**config.mk**
```make
export PLATFORM = sky130hd
export DESIGN_NAME = add_share_arbiter_flat
export DESIGN_NICKNAME = d
export VERILOG_FILES = /design/src/rtl/add_share_arbiter_pkg.sv /design/src/rtl/add_share_arbiter_if.sv /design/src/rtl/add_share_arbiter_rr_pick.sv /design/src/rtl/add_share_arbiter.sv /design/src/flat_wrapper.sv
export SDC_FILE = /design/constraint.sdc
export NUM_CORES = 1
export LEC_CHECK = 0
export CORE_MARGIN = 2
export CORE_UTILIZATION = 35
export CTS_CLUSTER_SIZE = 25
export DETAILED_ROUTE_END_ITERATION = 12
export GPL_TIMING_DRIVEN = 0
export PLACE_DENSITY = 0.71
export SYNTH_ARGS = -nofsm -noshare
export SYNTH_HDL_FRONTEND = slang
export SYNTH_SLANG_ARGS = --single-unit
```
**constraint.sdc**
```tcl
create_clock -name clk -period 2 [get_ports clk]
set_input_delay 0.2 -clock clk [delete_from_list [all_inputs] [get_ports clk]]
set_output_delay 0.2 -clock clk [all_outputs]
set_load 0.005 [all_outputs]
```
**src/rtl/add_share_arbiter_pkg.sv**
```systemverilog
// Shared types and helpers for the time-shared adder arbiter.
// Holds the FSM state encoding and the requester-ID width function.
package add_arb_pkg;

  typedef enum logic [1:0] {
    IDLE = 2'd0,
    EXEC = 2'd1,
    RESP = 2'd2
  } state_t;

  // A single requester-ID bit is kept even where clog2 would give zero.
  function automatic int calc_id_w(input int nreq);
    return (nreq > 2) ? $clog2(nreq) : 1;
  endfunction

endpackage

```
**src/rtl/add_share_arbiter_if.sv**
```systemverilog
// Request/response bundle between the requesters, the consumer and the shared adder.
// The master modport is the requester/consumer side; the slave modport is the arbiter.
interface add_share_arbiter_if #(
  parameter int NREQ  = 2,
  parameter int WIDTH = 8
) ();
  import add_arb_pkg::*;

  localparam int ID_W = calc_id_w(NREQ);

  logic [NREQ-1:0]       req_valid;
  logic [NREQ*WIDTH-1:0] req_a;
  logic [NREQ*WIDTH-1:0] req_b;
  logic [NREQ-1:0]       req_ready;
  logic                  rsp_valid;
  logic [WIDTH-1:0]      rsp_sum;
  logic                  rsp_carry;
  logic [ID_W-1:0]       rsp_id;
  logic                  rsp_ready;
  logic                  busy;

  modport master (
    output req_valid, req_a, req_b, rsp_ready,
    input  req_ready, rsp_valid, rsp_sum, rsp_carry, rsp_id, busy
  );

  modport slave (
    input  req_valid, req_a, req_b, rsp_ready,
    output req_ready, rsp_valid, rsp_sum, rsp_carry, rsp_id, busy
  );

endinterface

```
**src/rtl/add_share_arbiter_rr_pick.sv**
```systemverilog
// Combinational round-robin picker: first set request bit after last_grant,
// wrapping around, reported as one-hot, as an index and as an any flag.
module rr_pick
  import add_arb_pkg::*;
#(
  parameter  int NREQ = 2,
  localparam int ID_W = calc_id_w(NREQ)
) (
  input  logic [NREQ-1:0] i_req,
  input  logic [ID_W-1:0] i_last_grant,
  output logic [NREQ-1:0] o_onehot,
  output logic [ID_W-1:0] o_idx,
  output logic            o_any
);

  // Scan from the farthest candidate to the nearest so the nearest requester wins.
  always_comb begin
    logic [ID_W-1:0] w_cand;
    w_cand = '0;
    o_idx  = '0;
    for (int off = NREQ; off >= 1; off--) begin
      w_cand = ID_W'((int'(i_last_grant) + off) % NREQ);
      o_idx  = i_req[w_cand] ? w_cand : o_idx;
    end
    o_any    = |i_req;
    o_onehot = o_any ? (NREQ'(1) << o_idx) : '0;
  end

endmodule

```
**src/rtl/add_share_arbiter.sv**
```systemverilog
// One registered WIDTH-bit adder shared by NREQ requesters through a
// round-robin grant; results return tagged with the owning requester ID.
module add_share_arbiter
  import add_arb_pkg::*;
#(
  parameter int NREQ  = 2,
  parameter int WIDTH = 8
) (
  input logic           clk,
  input logic           rst,
  add_share_arbiter_if.slave bus
);

  localparam int ID_W = calc_id_w(NREQ);

  state_t           r_state;
  state_t           w_next_state;
  logic [WIDTH-1:0] r_a;
  logic [WIDTH-1:0] r_b;
  logic [ID_W-1:0]  r_id;
  logic [ID_W-1:0]  r_last_grant;
  logic             r_rsp_valid;
  logic [WIDTH-1:0] r_rsp_sum;
  logic             r_rsp_carry;
  logic [ID_W-1:0]  r_rsp_id;

  logic [NREQ-1:0]  w_pick_onehot;
  logic [ID_W-1:0]  w_pick_idx;
  logic             w_pick_any;
  logic [NREQ-1:0]  w_req_ready;
  logic [WIDTH-1:0] w_a_arr [NREQ];
  logic [WIDTH-1:0] w_b_arr [NREQ];
  logic [WIDTH:0]   w_sum_ext;

  for (genvar gi = 0; gi < NREQ; gi++) begin : g_unpack
    assign w_a_arr[gi] = bus.req_a[gi*WIDTH +: WIDTH];
    assign w_b_arr[gi] = bus.req_b[gi*WIDTH +: WIDTH];
  end

  rr_pick #(.NREQ(NREQ)) u_pick (
    .i_req        (bus.req_valid),
    .i_last_grant (r_last_grant),
    .o_onehot     (w_pick_onehot),
    .o_idx        (w_pick_idx),
    .o_any        (w_pick_any)
  );

  assign w_sum_ext = {1'b0, r_a} + {1'b0, r_b};

  // State register.
  always_ff @(posedge clk or posedge rst) begin
    if (rst) begin
      r_state <= IDLE;
    end else begin
      r_state <= w_next_state;
    end
  end

  // Next-state decode.
  always_comb begin
    w_next_state = r_state;
    case (r_state)
      IDLE:    w_next_state = w_pick_any ? EXEC : IDLE;
      EXEC:    w_next_state = RESP;
      RESP:    w_next_state = (r_rsp_valid && bus.rsp_ready) ? IDLE : RESP;
      default: w_next_state = IDLE;
    endcase
  end

  // Grant is offered only while idle, so nothing is accepted with a result outstanding.
  always_comb begin
    w_req_ready = '0;
    if (r_state == IDLE) begin
      w_req_ready = w_pick_onehot;
    end else begin
      w_req_ready = '0;
    end
  end

  // Operand capture, grant history and registered result.
  always_ff @(posedge clk or posedge rst) begin
    if (rst) begin
      r_a          <= '0;
      r_b          <= '0;
      r_id         <= '0;
      r_last_grant <= ID_W'(NREQ - 1);
      r_rsp_valid  <= 1'b0;
      r_rsp_sum    <= '0;
      r_rsp_carry  <= 1'b0;
      r_rsp_id     <= '0;
    end else begin
      case (r_state)
        IDLE: begin
          if (w_pick_any) begin
            r_a          <= w_a_arr[w_pick_idx];
            r_b          <= w_b_arr[w_pick_idx];
            r_id         <= w_pick_idx;
            r_last_grant <= w_pick_idx;
          end
        end
        EXEC: begin
          r_rsp_sum   <= w_sum_ext[WIDTH-1:0];
          r_rsp_carry <= w_sum_ext[WIDTH];
          r_rsp_id    <= r_id;
          r_rsp_valid <= 1'b1;
        end
        RESP: begin
          if (bus.rsp_ready) begin
            r_rsp_valid <= 1'b0;
          end
        end
        default: r_rsp_valid <= 1'b0;
      endcase
    end
  end

  assign bus.req_ready = w_req_ready;
  assign bus.rsp_valid = r_rsp_valid;
  assign bus.rsp_sum   = r_rsp_sum;
  assign bus.rsp_carry = r_rsp_carry;
  assign bus.rsp_id    = r_rsp_id;
  assign bus.busy      = (r_state != IDLE);

endmodule

```
**src/flat_wrapper.sv**
```systemverilog
// flat-port wrapper written by rule: the top's interface ports become plain ports
module add_share_arbiter_flat import add_arb_pkg::*;
#(
  parameter int NREQ  = 2,
  parameter int WIDTH = 8
)
  (clk, rst, bus_req_valid, bus_req_a, bus_req_b, bus_rsp_ready, bus_req_ready, bus_rsp_valid, bus_rsp_sum, bus_rsp_carry, bus_rsp_id, bus_busy);
  add_share_arbiter_if #(.NREQ(NREQ), .WIDTH(WIDTH)) bus_i ();
  input logic clk;
  input logic rst;
  input wire logic [$bits(bus_i.req_valid)-1:0] bus_req_valid;
  input wire logic [$bits(bus_i.req_a)-1:0] bus_req_a;
  input wire logic [$bits(bus_i.req_b)-1:0] bus_req_b;
  input wire logic [$bits(bus_i.rsp_ready)-1:0] bus_rsp_ready;
  output wire logic [$bits(bus_i.req_ready)-1:0] bus_req_ready;
  output wire logic [$bits(bus_i.rsp_valid)-1:0] bus_rsp_valid;
  output wire logic [$bits(bus_i.rsp_sum)-1:0] bus_rsp_sum;
  output wire logic [$bits(bus_i.rsp_carry)-1:0] bus_rsp_carry;
  output wire logic [$bits(bus_i.rsp_id)-1:0] bus_rsp_id;
  output wire logic [$bits(bus_i.busy)-1:0] bus_busy;
  assign bus_i.req_valid = bus_req_valid;
  assign bus_i.req_a = bus_req_a;
  assign bus_i.req_b = bus_req_b;
  assign bus_i.rsp_ready = bus_rsp_ready;
  assign bus_req_ready = bus_i.req_ready;
  assign bus_rsp_valid = bus_i.rsp_valid;
  assign bus_rsp_sum = bus_i.rsp_sum;
  assign bus_rsp_carry = bus_i.rsp_carry;
  assign bus_rsp_id = bus_i.rsp_id;
  assign bus_busy = bus_i.busy;
  add_share_arbiter #(.NREQ(NREQ), .WIDTH(WIDTH)) u_core (.clk(clk), .rst(rst), .bus(bus_i));
endmodule
```
### Word-level counts from Yosys, hierarchy flattened

Index checks and enable logic that the tools add are counted.

| word-level totals | value |
|---|---|
| bits of input ports | 37 |
| logic and storage cells | 46 |
| output and inout bits | 14 |
| flip-flop bits (word level) | 31 |

| operators by class | value |
|---|---|
| muxes and demuxes | 19 |
| equal/unequal tests | 3 |
| bitwise gates (word level) | 2 |
| shifts and indexed selects | 1 |
| magnitude comparators | 3 |
| reduce and logical (&&, ||, !) cells | 6 |
| $add $sub $neg | 3 |

Operators with widths:

| cell | number |
|---|---|
| 8-bit two-way mux | 6 |
| 8-bit by 8-bit adder with 9-bit output | 1 |
| 1-bit two-way mux | 8 |
| 2-bit two-way mux | 3 |
| 2-bit one-hot mux with 3 select lines | 1 |
| 1-bit by 2-bit less-than comparator with 1-bit output (second input constant) | 2 |
| 2-bit AND reduction | 2 |
| 1-bit one-hot mux with 3 select lines | 1 |
| 1-bit adder (second input constant) | 2 |
| 2-bit by 1-bit equality test with 1-bit output (second input constant) | 1 |
| 2-bit equality test (second input constant) | 1 |
| 2-bit >= comparator (second input constant) | 1 |
| 2-bit zero test | 1 |
| 2-bit != test (second input constant) | 1 |
| 1-bit inverter with 2-bit output | 1 |
| 2-bit nonzero test | 1 |
| 2-bit OR reduction | 1 |
| 1-bit by 1-bit left shift with 2-bit output (first input constant) | 1 |
| 1-bit logical AND | 1 |
| 1-bit inverter | 1 |

### Longest topological paths before layout

Gate-level depths: netlist (run 1).

| depth | value |
|---|---|
| word-level depth | 9 |
| mapped depth | 7 |
| mapped depth without buffers | 7 |

### Cells and area by module

Synthesis (run 1) repeated with hierarchy kept, for this count alone.

| unflattened totals | value |
|---|---|
| cell total of the unflattened synthesis | 166 |
| area total of the unflattened synthesis | 1712.9 µm² |

Modules (own cells, without submodules):

| module | cells an instance | area an instance (µm²) | sequential area each (µm²) | instances |
|---|---|---|---|---|
| add_share_arbiter | 161 | 1680.4 | 777.0 | 1 |
| rr_pick | 5 | 32.5 | 0.0 | 1 |

### Least setup slack after synthesis (run 1)

OpenSTA, ideal clock, no wires.

| path | value |
|---|---|
| path kind | register -> register |
| start point | register u_core.r_b[0] |
| end point | register u_core.r_rsp_sum[6], in the netlist u_core.bus.rsp_sum[6] |
| library setup time | 0.069 ns |
| period minus slack after synthesis | 1.786 ns |
| cell stages (with the launch flop) | 8 |
| data required time | 1.931 ns |
| arrival time | 1.717 ns |
| path slack | 0.214 ns |
| path buffers | 0 |
| path through | dfrtp_1 -> ha_1 -> inv_1 -> fa_1 -> nor2b_4 -> o31a_1 -> or4_1 -> nand3_1 |

| between the ends | value |
|---|---|
| word-level cells in the longest chain between the ends | 1 |

Ends and longest elaborated chain:

| what | line | RTL |
|---|---|---|
| start: declaration | add_share_arbiter.sv:19 | `logic [WIDTH-1:0] r_b;` |
| start signal: assignment | add_share_arbiter.sv:96 | `r_b <= w_b_arr[w_pick_idx];` |
| 8-bit by 8-bit adder with 9-bit output | add_share_arbiter.sv:48 | `assign w_sum_ext = {1'b0, r_a} + {1'b0, r_b};` |
| end signal: assignment | add_share_arbiter.sv:102 | `r_rsp_sum <= w_sum_ext[WIDTH-1:0];` |
| end: declaration | add_share_arbiter.sv:23 | `logic [WIDTH-1:0] r_rsp_sum;` |

No other way between the ends.
A chain may end at the register's enable or synchronous reset.

### Worst setup path after layout (run 1)

| path | value |
|---|---|
| start point | input port bus_req_valid[1] |
| end point | output port bus_req_ready[1] |

| between the ends | value |
|---|---|
| word-level cells in the longest chain between the ends | 7 |
| elaborated cells on any way between the ends | 10 |
| classes of those cells | shift (1); mux (8); reduce/logical (1) |

Ends and longest elaborated chain:

| what | line | RTL |
|---|---|---|
| start: declaration | flat_wrapper.sv:11 | `input wire logic [$bits(bus_i.req_valid)-1:0] bus_req_valid;` |
| 1-bit two-way mux (not written as such) (2 in series) | add_share_arbiter_rr_pick.sv:23 | `o_idx = i_req[w_cand] ? w_cand : o_idx;` |
| 1-bit two-way mux (2 in series) | add_share_arbiter_rr_pick.sv:23 |  |
| 1-bit by 1-bit left shift with 2-bit output | add_share_arbiter_rr_pick.sv:26 | `o_onehot = o_any ? (NREQ'(1) << o_idx) : '0;` |
| 2-bit two-way mux (*) | add_share_arbiter_rr_pick.sv:26 |  |
| 2-bit two-way mux (*) | add_share_arbiter.sv:73 | `if (r_state == IDLE) begin` |
| end: declaration | flat_wrapper.sv:15 | `output wire logic [$bits(bus_i.req_ready)-1:0] bus_req_ready;` |

Mark *: on every way between the ends. The rest lies on a longest branch, timed or not. The select of a mux whose other input is x is not followed.

==> results of run 1 <==
-- what timing repair did --
| item | CTS | global route |
|---|---|---|
| pin swaps | 0 | 1 |
| resized for setup | 10 | 2 |
| setup buffers | 1 | 3 |
| hold endpoints to repair | 0 | 0 |
| endpoints found under the setup margin | 2 | 2 |
-- routing by layer --
| metal | vias to the layer above | share of wire (%) | GRT usage, % |
|---|---|---|---|
| li1 | 721 | - | - |
| met1 | 646 | 47 | 21.14 |
| met2 | 46 | 47 | 22.92 |
| met3 | 2 | 4.5 | 4.115 |
| met4 | 0 | 0.95 | 4.242 |
| met5 | - | 0 | 0 |
-- registers in the layout, summed over array words and instances, names as in the netlist --
name / flops
u_core.r_last_grant: 1
u_core.bus.rsp_valid: 1
u_core.r_a: 8
u_core.r_b: 8
u_core.bus.rsp_carry: 1
u_core.r_state: 2
u_core.bus.rsp_id: 1
u_core.bus.rsp_sum: 8
u_core.r_id: 1
-- final timing paths --
| check | endpoint | cells after the start |
|---|---|---|
| setup / recovery | bus_req_ready[1] | 5 |
| hold / removal | u_core.bus.rsp_sum[1]$_DFFE_PP0P_ | 2 |
| setup reg to reg | u_core.bus.rsp_sum[6]$_DFFE_PP0P_ | 7 |
| hold reg to reg | u_core.bus.rsp_sum[1]$_DFFE_PP0P_ | 2 |
| max in group asynchronous | u_core.r_b[5]$_DFFE_PP0P_ | 2 |
| min in group asynchronous | u_core.bus.rsp_sum[4]$_DFFE_PP0P_ | 2 |
-- where the power goes --
group | switching (W) | internal [W] | leakage, nW
Sequential | 0 | 0.000627 | 0.424
Combinational | 0.0000397 | 0.0000820 | 0.654
Clock | 0.000216 | 0.000314 | 0.0515
Total | 0.000256 | 0.00102 | 1.13
-- layout by cell type, fill, tap and decap left out, types with 2 or more instances in the layout --
cell / synthesis / final
mux2_1: 2 / 2
a221oi_1: 2 / 2
buf_2: 3 / 2
dfrtp_1: 30 / 30
nor3_1: 6 / 6
o21ai_1: 21 / 20
buf_4: 1 / 5
or4_1: 2 / 2
nand3_1: 2 / 2
nand2b_1: 4 / 4
nor2_1: 3 / 2
mux2i_1: 17 / 17
clkbuf_8: 0 / 8
ha_1: 8 / 8
clkdlybuf4s50_1: 0 / 49
nand2_1: 22 / 22
nor3b_1: 4 / 4
o21ai_0: 4 / 4
o31ai_1: 2 / 2
o21a_1: 3 / 3
a21o_1: 4 / 4
xor2_1: 2 / 2
inv_1: 6 / 6
a211oi_1: 3 / 3
clkbuf_1: 3 / 3
a21oi_1: 2 / 2
-- through the flow --
stage	cell area [µm²]	cells	hold WS (ps)	setup TNS, ps
2_1_floorplan	1689	168	302.8	0
3_3_place_gp	2257	272	458.9	-330.9
3_5_place_dp	2257	272	470.8	-354.2
4_1_cts	2404	281	486.4	-13.50
5_1_grt	2432	284	509.0	0
6_report	2432	284	486.0	0
-- layout make-up --
| cell class | count | area (µm²) | area share (%) |
|---|---|---|---|
| plain buffers | 8 | 57.56 | 2.366 |
| well taps | 54 | 67.56 | 2.778 |
| repair buffers | 54 | 533.0 | 21.91 |
| multi-input cells | 122 | 870.8 | 35.80 |
| clock buffers | 8 | 100.1 | 4.115 |
| inverters | 7 | 26.28 | 1.080 |
| flip-flops and latches | 31 | 777.0 | 31.94 |
-- cells by family after synthesis --
kind of cell    after synthesis  share of synthesized area, %
flops                        31                         46.00
fa+ha+maj                     9                         7.111
mux                          19                         11.41
compound gates               44                         15.78
xor+xnor                      2                         1.037
simple gates                 48                         14.89
buf+inv                      15                         3.777
-- critical path, delay by kind of cell --
kind	cells	cell delay (ps)
AOI/OAI and AO/OA	1	180
buffers and inverters	3	1170
and+or+nand+nor	1	170
==> summary.txt, run 1 <==
Synthesis
  • Syn_nets: 214
  • Largest area contributor in the netlist: dfrtp_1
  • Post-synth top area share: 44.44%
  • Sequential area share after synthesis: 46.00%
  • Synthesized area per cell: 10.05 µm²
  • Most frequent cells after synthesis: dfrtp_1, nand2_1, o21ai_1
  • Seq cells post-synth: 31
  • Post-Syn Instances: 168
  • Post-Syn Area: 1689 µm²
  • Ys flop type: dfrtp_1
  • Count leader, synth: dfrtp_1
  • Cell variety after synth: 36
  • Post-synth EDFFs: 0
  • Main area contributors after synthesis: dfrtp_1, mux2i_1, o21ai_1, ha_1, nand2_1
  • YS warnings: 0
  • Asr flop ratio synth: 100.0%

STA
  • Max transition margin: 24.71%
  • RSZ-0062 raised after global routing: no
  • Hold Vio Cnt, Final: 0
  • Final Critical Period: 1913 ps
  • Final slew viol count: 0
  • Setup-failing EPs final: 0
  • Final Cycle Share: 95.67%
  • Final worst slack: 86.55 ps
  • Worst-case clock skew: 4.714 ps
  • Fmax: 522.6 MHz
  • Worst Tran Pin Value: 1128 ps

Floorplanning
  • Die Wd: 73.47 µm
  • Die height: 73.47 µm
  • Die ar.: 5398 µm²
  • Cell row count: 25
  • Initial core utilization: 36.00%
  • # IOs: 51
  • Core area: 4692 µm²

Setup path
  • CP endpoint kind: primary output
  • Worst EP required: 1800 ps
  • CP max-delay cell: clkdlybuf4s50_1
  • Max incr delay on CP: 520 ps
  • Launch point of the worst path: bus_req_valid[1]
  • CP arrival: 1710 ps
  • R2r setup slk: 110 ps
  • Worst Setup Path Type: primary input to primary output
  • Crit path max fanout: 3
  • Cell Chain, Critical Path: clkdlybuf4s50_1 -> a21boi_2 -> buf_4 -> and2_1 -> clkdlybuf4s50_1
  • Crit Reg-Reg Startpoint: u_core.r_b[0]$_DFFE_PP0P_
  • Critical path launch point type: primary input
  • Worst path most repeated cell: clkdlybuf4s50_1

Placed design
  • Input/output buffers: 50
  • DP HPWL: 2.719 mm
  • Routability cong.: 0.7625
  • Pre-CTS setup slack: -348.0 ps

Hold path
  • Hold Path Origin: u_core.bus.rsp_sum[1]$_DFFE_PP0P_
  • HP Class: flip-flop to flip-flop

Route
  • Drc violations: 0
  • Post-DR vias/cell: 4.982
  • Routed vias: 1,415
  • Final ANT Viol Nets: 0
  • Iter 0 DRT Violations: 72
  • Detailed Routing Iterations Pass 1: 4
  • Drt wl/cell: 12.61 µm
  • Routed WL: 3.582 mm

Clock tree
  • Clock transition at path regs: 60 ps
  • CTS Hold Buffers Added: 0
  • H-tree levels: 2
  • Longest Clk Path Bufs: 2
  • Total CTS buffers: 5
  • CTS tree: done
  • Sink Count: 31
  • Clock Latency Late Sink: 280 ps
  • Root Buffer: clkbuf_8

Final layout
  • Fillcell total: 449
  • Fraction of layout cells with a size suffix above 1: 9.565%
  • Final net count: 275
  • Area Growth Syn to Fin: 44.00%
  • Final core utilization: 51.84%
  • Ant. Diodes: 0

Global route
  • Pin count of the biggest net entering global routing: 32
  • Tot GR Track Use: 15.09%
  • First-pass GRT wire length: 6.327 mm
  • Initial antenna violation count: 0
  • Total gr overflow: 0
  • Vias in the first global route: 1,370

Power and ir drop
  • Cell Pwr Density: 525.8 nW/µm²
  • Max rail drop VDD: 0.4150 mV
  • Total power: 0.001279 W
  • Leakage Power: 1.130 nW

Status
  • Outcome: finished, final reports clean

Job
  • Max cap viols: 0
No activity file was read; power rests on OpenSTA's default activity.
==> inputs of run 2 (changes only) <==
GPL_TIMING_DRIVEN = default   (was 0)
==> run 2 against run 1 <==
  * Clock power up 40%
  * Combinational power about the same
  * Flip-flop and latch count unchanged
  * Critical path type is now flip-flop to flip-flop
  * Largest cell class unchanged
  * Largest power group is now clock
==> summary.txt, run 2 (synthesized netlist as in run 1, its figures left out) <==
Status
  • Outcome: finished, final reports clean

Floorplanning
  • Core area: 4692 µm² (unchanged)
  • Die Wd: 73.47 µm (unchanged)
  • Die height: 73.47 µm (unchanged)
  • Cell row count: 25 (unchanged)
  • Die ar.: 5398 µm² (unchanged)
  • # IOs: 51 (unchanged)
  • Initial core utilization: 36.00% (unchanged)

Clock tree
  • CTS tree: done
  • Total CTS buffers: 5 (unchanged)
  • Clock Latency Late Sink: 290 ps (about the same)
  • Setup Buffers After CTS: 0 (-1)
  • CTS Hold Buffers Added: 0 (unchanged)
  • Sink Count: 31 (unchanged)
  • H-tree levels: 2 (unchanged)
  • Longest Clk Path Bufs: 2 (unchanged)
  • Clock transition at path regs: 70 ps (about the same)
  • Root Buffer: clkbuf_8

Setup path
  • Worst Setup Path Type: flip-flop to flip-flop
  • Worst EP required: 2230 ps (+430 ps)
  • CP arrival: 2100 ps (+390 ps)
  • R2r setup slk: 120 ps (about the same)
  • CP endpoint kind: flip-flop
  • Crit path max fanout: 4 (+1)
  • Critical path launch point type: flip-flop

Placed design
  • # placed instances: 270 (-0.74%)
  • Routability cong.: 0.7299 (-4.3%)
  • Input/output buffers: 50 (unchanged)
  • DP HPWL: 2.615 mm (-3.8%)

Global route
  • Vias in the first global route: 1,310 (-4.4%)
  • First-pass GRT wire length: 5.796 mm (-8.4%)
  • Total gr overflow: 0 (unchanged)
  • Initial antenna violation count: 0 (unchanged)
  • Pin count of the biggest net entering global routing: 36 (+13%)
  • Tot GR Track Use: 14.07% (-1.0 points)

Final layout
  • Most common cell after layout, fill and taps aside: clkdlybuf4s50_1
  • Fraction of layout cells with a size suffix above 1: 9.375% (-0.19 points)
  • Most frequent cells in the layout: clkdlybuf4s50_1, dfrtp_1, nand2_1, o21ai_1, mux2i_1
  • Ant. Diodes: 0 (unchanged)
  • Area of the multi-input gates: 860.8 µm² (-1.1%)
  • Area Growth Syn to Fin: 42.89%
  • Final Non-Filler Cells: 278 (-2.1%)
  • Fillcell total: 445 (-0.89%)
  • Final net count: 269 (-2.2%)
  • FF/Latch Area: 777.0 µm² (unchanged)

Route
  • Routed WL: 3.362 mm (-6.1%)
  • Drc violations: 0 (unchanged)
  • Detailed Routing Iterations Pass 1: 4 (unchanged)
  • Drt wl/cell: 12.09 µm (-4.1%)
  • Final ANT Viol Nets: 0 (unchanged)
  • Routed vias: 1,368 (-3.3%)
  • Iter 0 DRT Violations: 52 (-28%)
  • Post-DR vias/cell: 4.921 (-1.2%)

STA
  • Worst Tran Pin Value: 387.3 ps (-740.8 ps)
  • Fmax: 532.5 MHz (+1.9%)
  • Sum of negative setup slack: 0 ps (unchanged)
  • Final hold slack: 299.3 ps (-186.7 ps)
  • Setup-failing EPs final: 0 (unchanged)
  • Final Critical Period: 1878 ps (-35.47 ps)
  • Final slew viol count: 0 (unchanged)
  • Max transition margin: 74.18% (+49 points)
  • RSZ-0062 raised after global routing: no
  • Hold Vio Cnt, Final: 0 (unchanged)
  • Final Cycle Share: 93.90% (-1.8 points)
  • Worst-case clock skew: 8.532 ps (+3.818 ps)

Job
  • Max cap viols: 0 (unchanged)

Power and ir drop
  • Total power: 0.001491 W (+17%)
  • Cell Pwr Density: 617.6 nW/µm² (+17%)
  • Max rail drop VDD: 0.3705 mV (-11%)
  • Leakage Power: 1.102 nW (-2.5%)

Hold path
  • HP Class: primary input to asynchronous set/reset pin
[run 2: final cells by class]
cell class	instances	area share [%]
inverter	7	1.089
timing repair buffer	56	22.60
clock buffer	5	2.851
sequential	31	32.19
clock inverter	3	2.799
tap	54	2.799
multi-input combinational	122	35.67
[run 2: critical path: stages, from the launching register on]
cell and delay, ps:
dfrtp_1 380, ha_1 230, inv_1 70, fa_1 240, nor2b_4 50, o31a_1 280, or4_1 480, nand3_1 90
[run 2: power breakdown]
group / leakage, nW / total, W / internal (W) / switching (W)
sequential: 0.424 / 0.000627 / 0.000627 / 0
combinational: 0.613 / 0.000119 / 0.0000805 / 0.0000388
clock: 0.0644 / 0.000744 / 0.000497 / 0.000248
total: 1.10 / 0.00149 / 0.00120 / 0.000286
[run 2: what timing repair did]
item / 4_1_cts / 5_1_grt
hold endpoints to repair: 0 / 0
setup endpoints to repair: 0 / 1
resized for setup: 0 / 2
[run 2: metal layers]
| layer | wire length [µm] | vias up | share of wire (%) | GRT usage [%] |
|---|---|---|---|---|
| li1 | - | 709 | - | - |
| met1 | 1669 | 625 | 50 | 19.20 |
| met2 | 1531 | 32 | 46 | 20.83 |
| met3 | 149 | 2 | 4.4 | 4.801 |
| met4 | 12 | 0 | 0.36 | 4.848 |
| met5 | 0 | - | 0 | 0 |
[run 2: final timing paths]
kind                                                     end                              start  cells after the start
max                        u_core.bus.rsp_sum[6]$_DFFE_PP0P_          u_core.r_b[0]$_DFFE_PP0P_                      7
min                        u_core.bus.rsp_sum[4]$_DFFE_PP0P_                                rst                      3
max reg2reg                u_core.bus.rsp_sum[6]$_DFFE_PP0P_          u_core.r_b[0]$_DFFE_PP0P_                      7
min reg2reg                u_core.bus.rsp_sum[4]$_DFFE_PP0P_  u_core.bus.rsp_sum[4]$_DFFE_PP0P_                      1
max in group asynchronous    u_core.r_last_grant$_DFFE_PP1P_                                rst                      3
min in group clk           u_core.bus.rsp_sum[4]$_DFFE_PP0P_  u_core.bus.rsp_sum[4]$_DFFE_PP0P_                      1
[run 2: stage by stage]
| stage | utilization, % | worst slack [ps] | area, µm² |
|---|---|---|---|
| after floorplan | - | 214.1 | 1689 |
| after global placement | 48.43 | 159.4 | 2272 |
| after detailed placement | 48.43 | 130.1 | 2272 |
| after CTS | 51.33 | 47.38 | 2409 |
| after global routing | 51.44 | 10.49 | 2414 |
| final | 51.44 | 122.0 | 2414 |
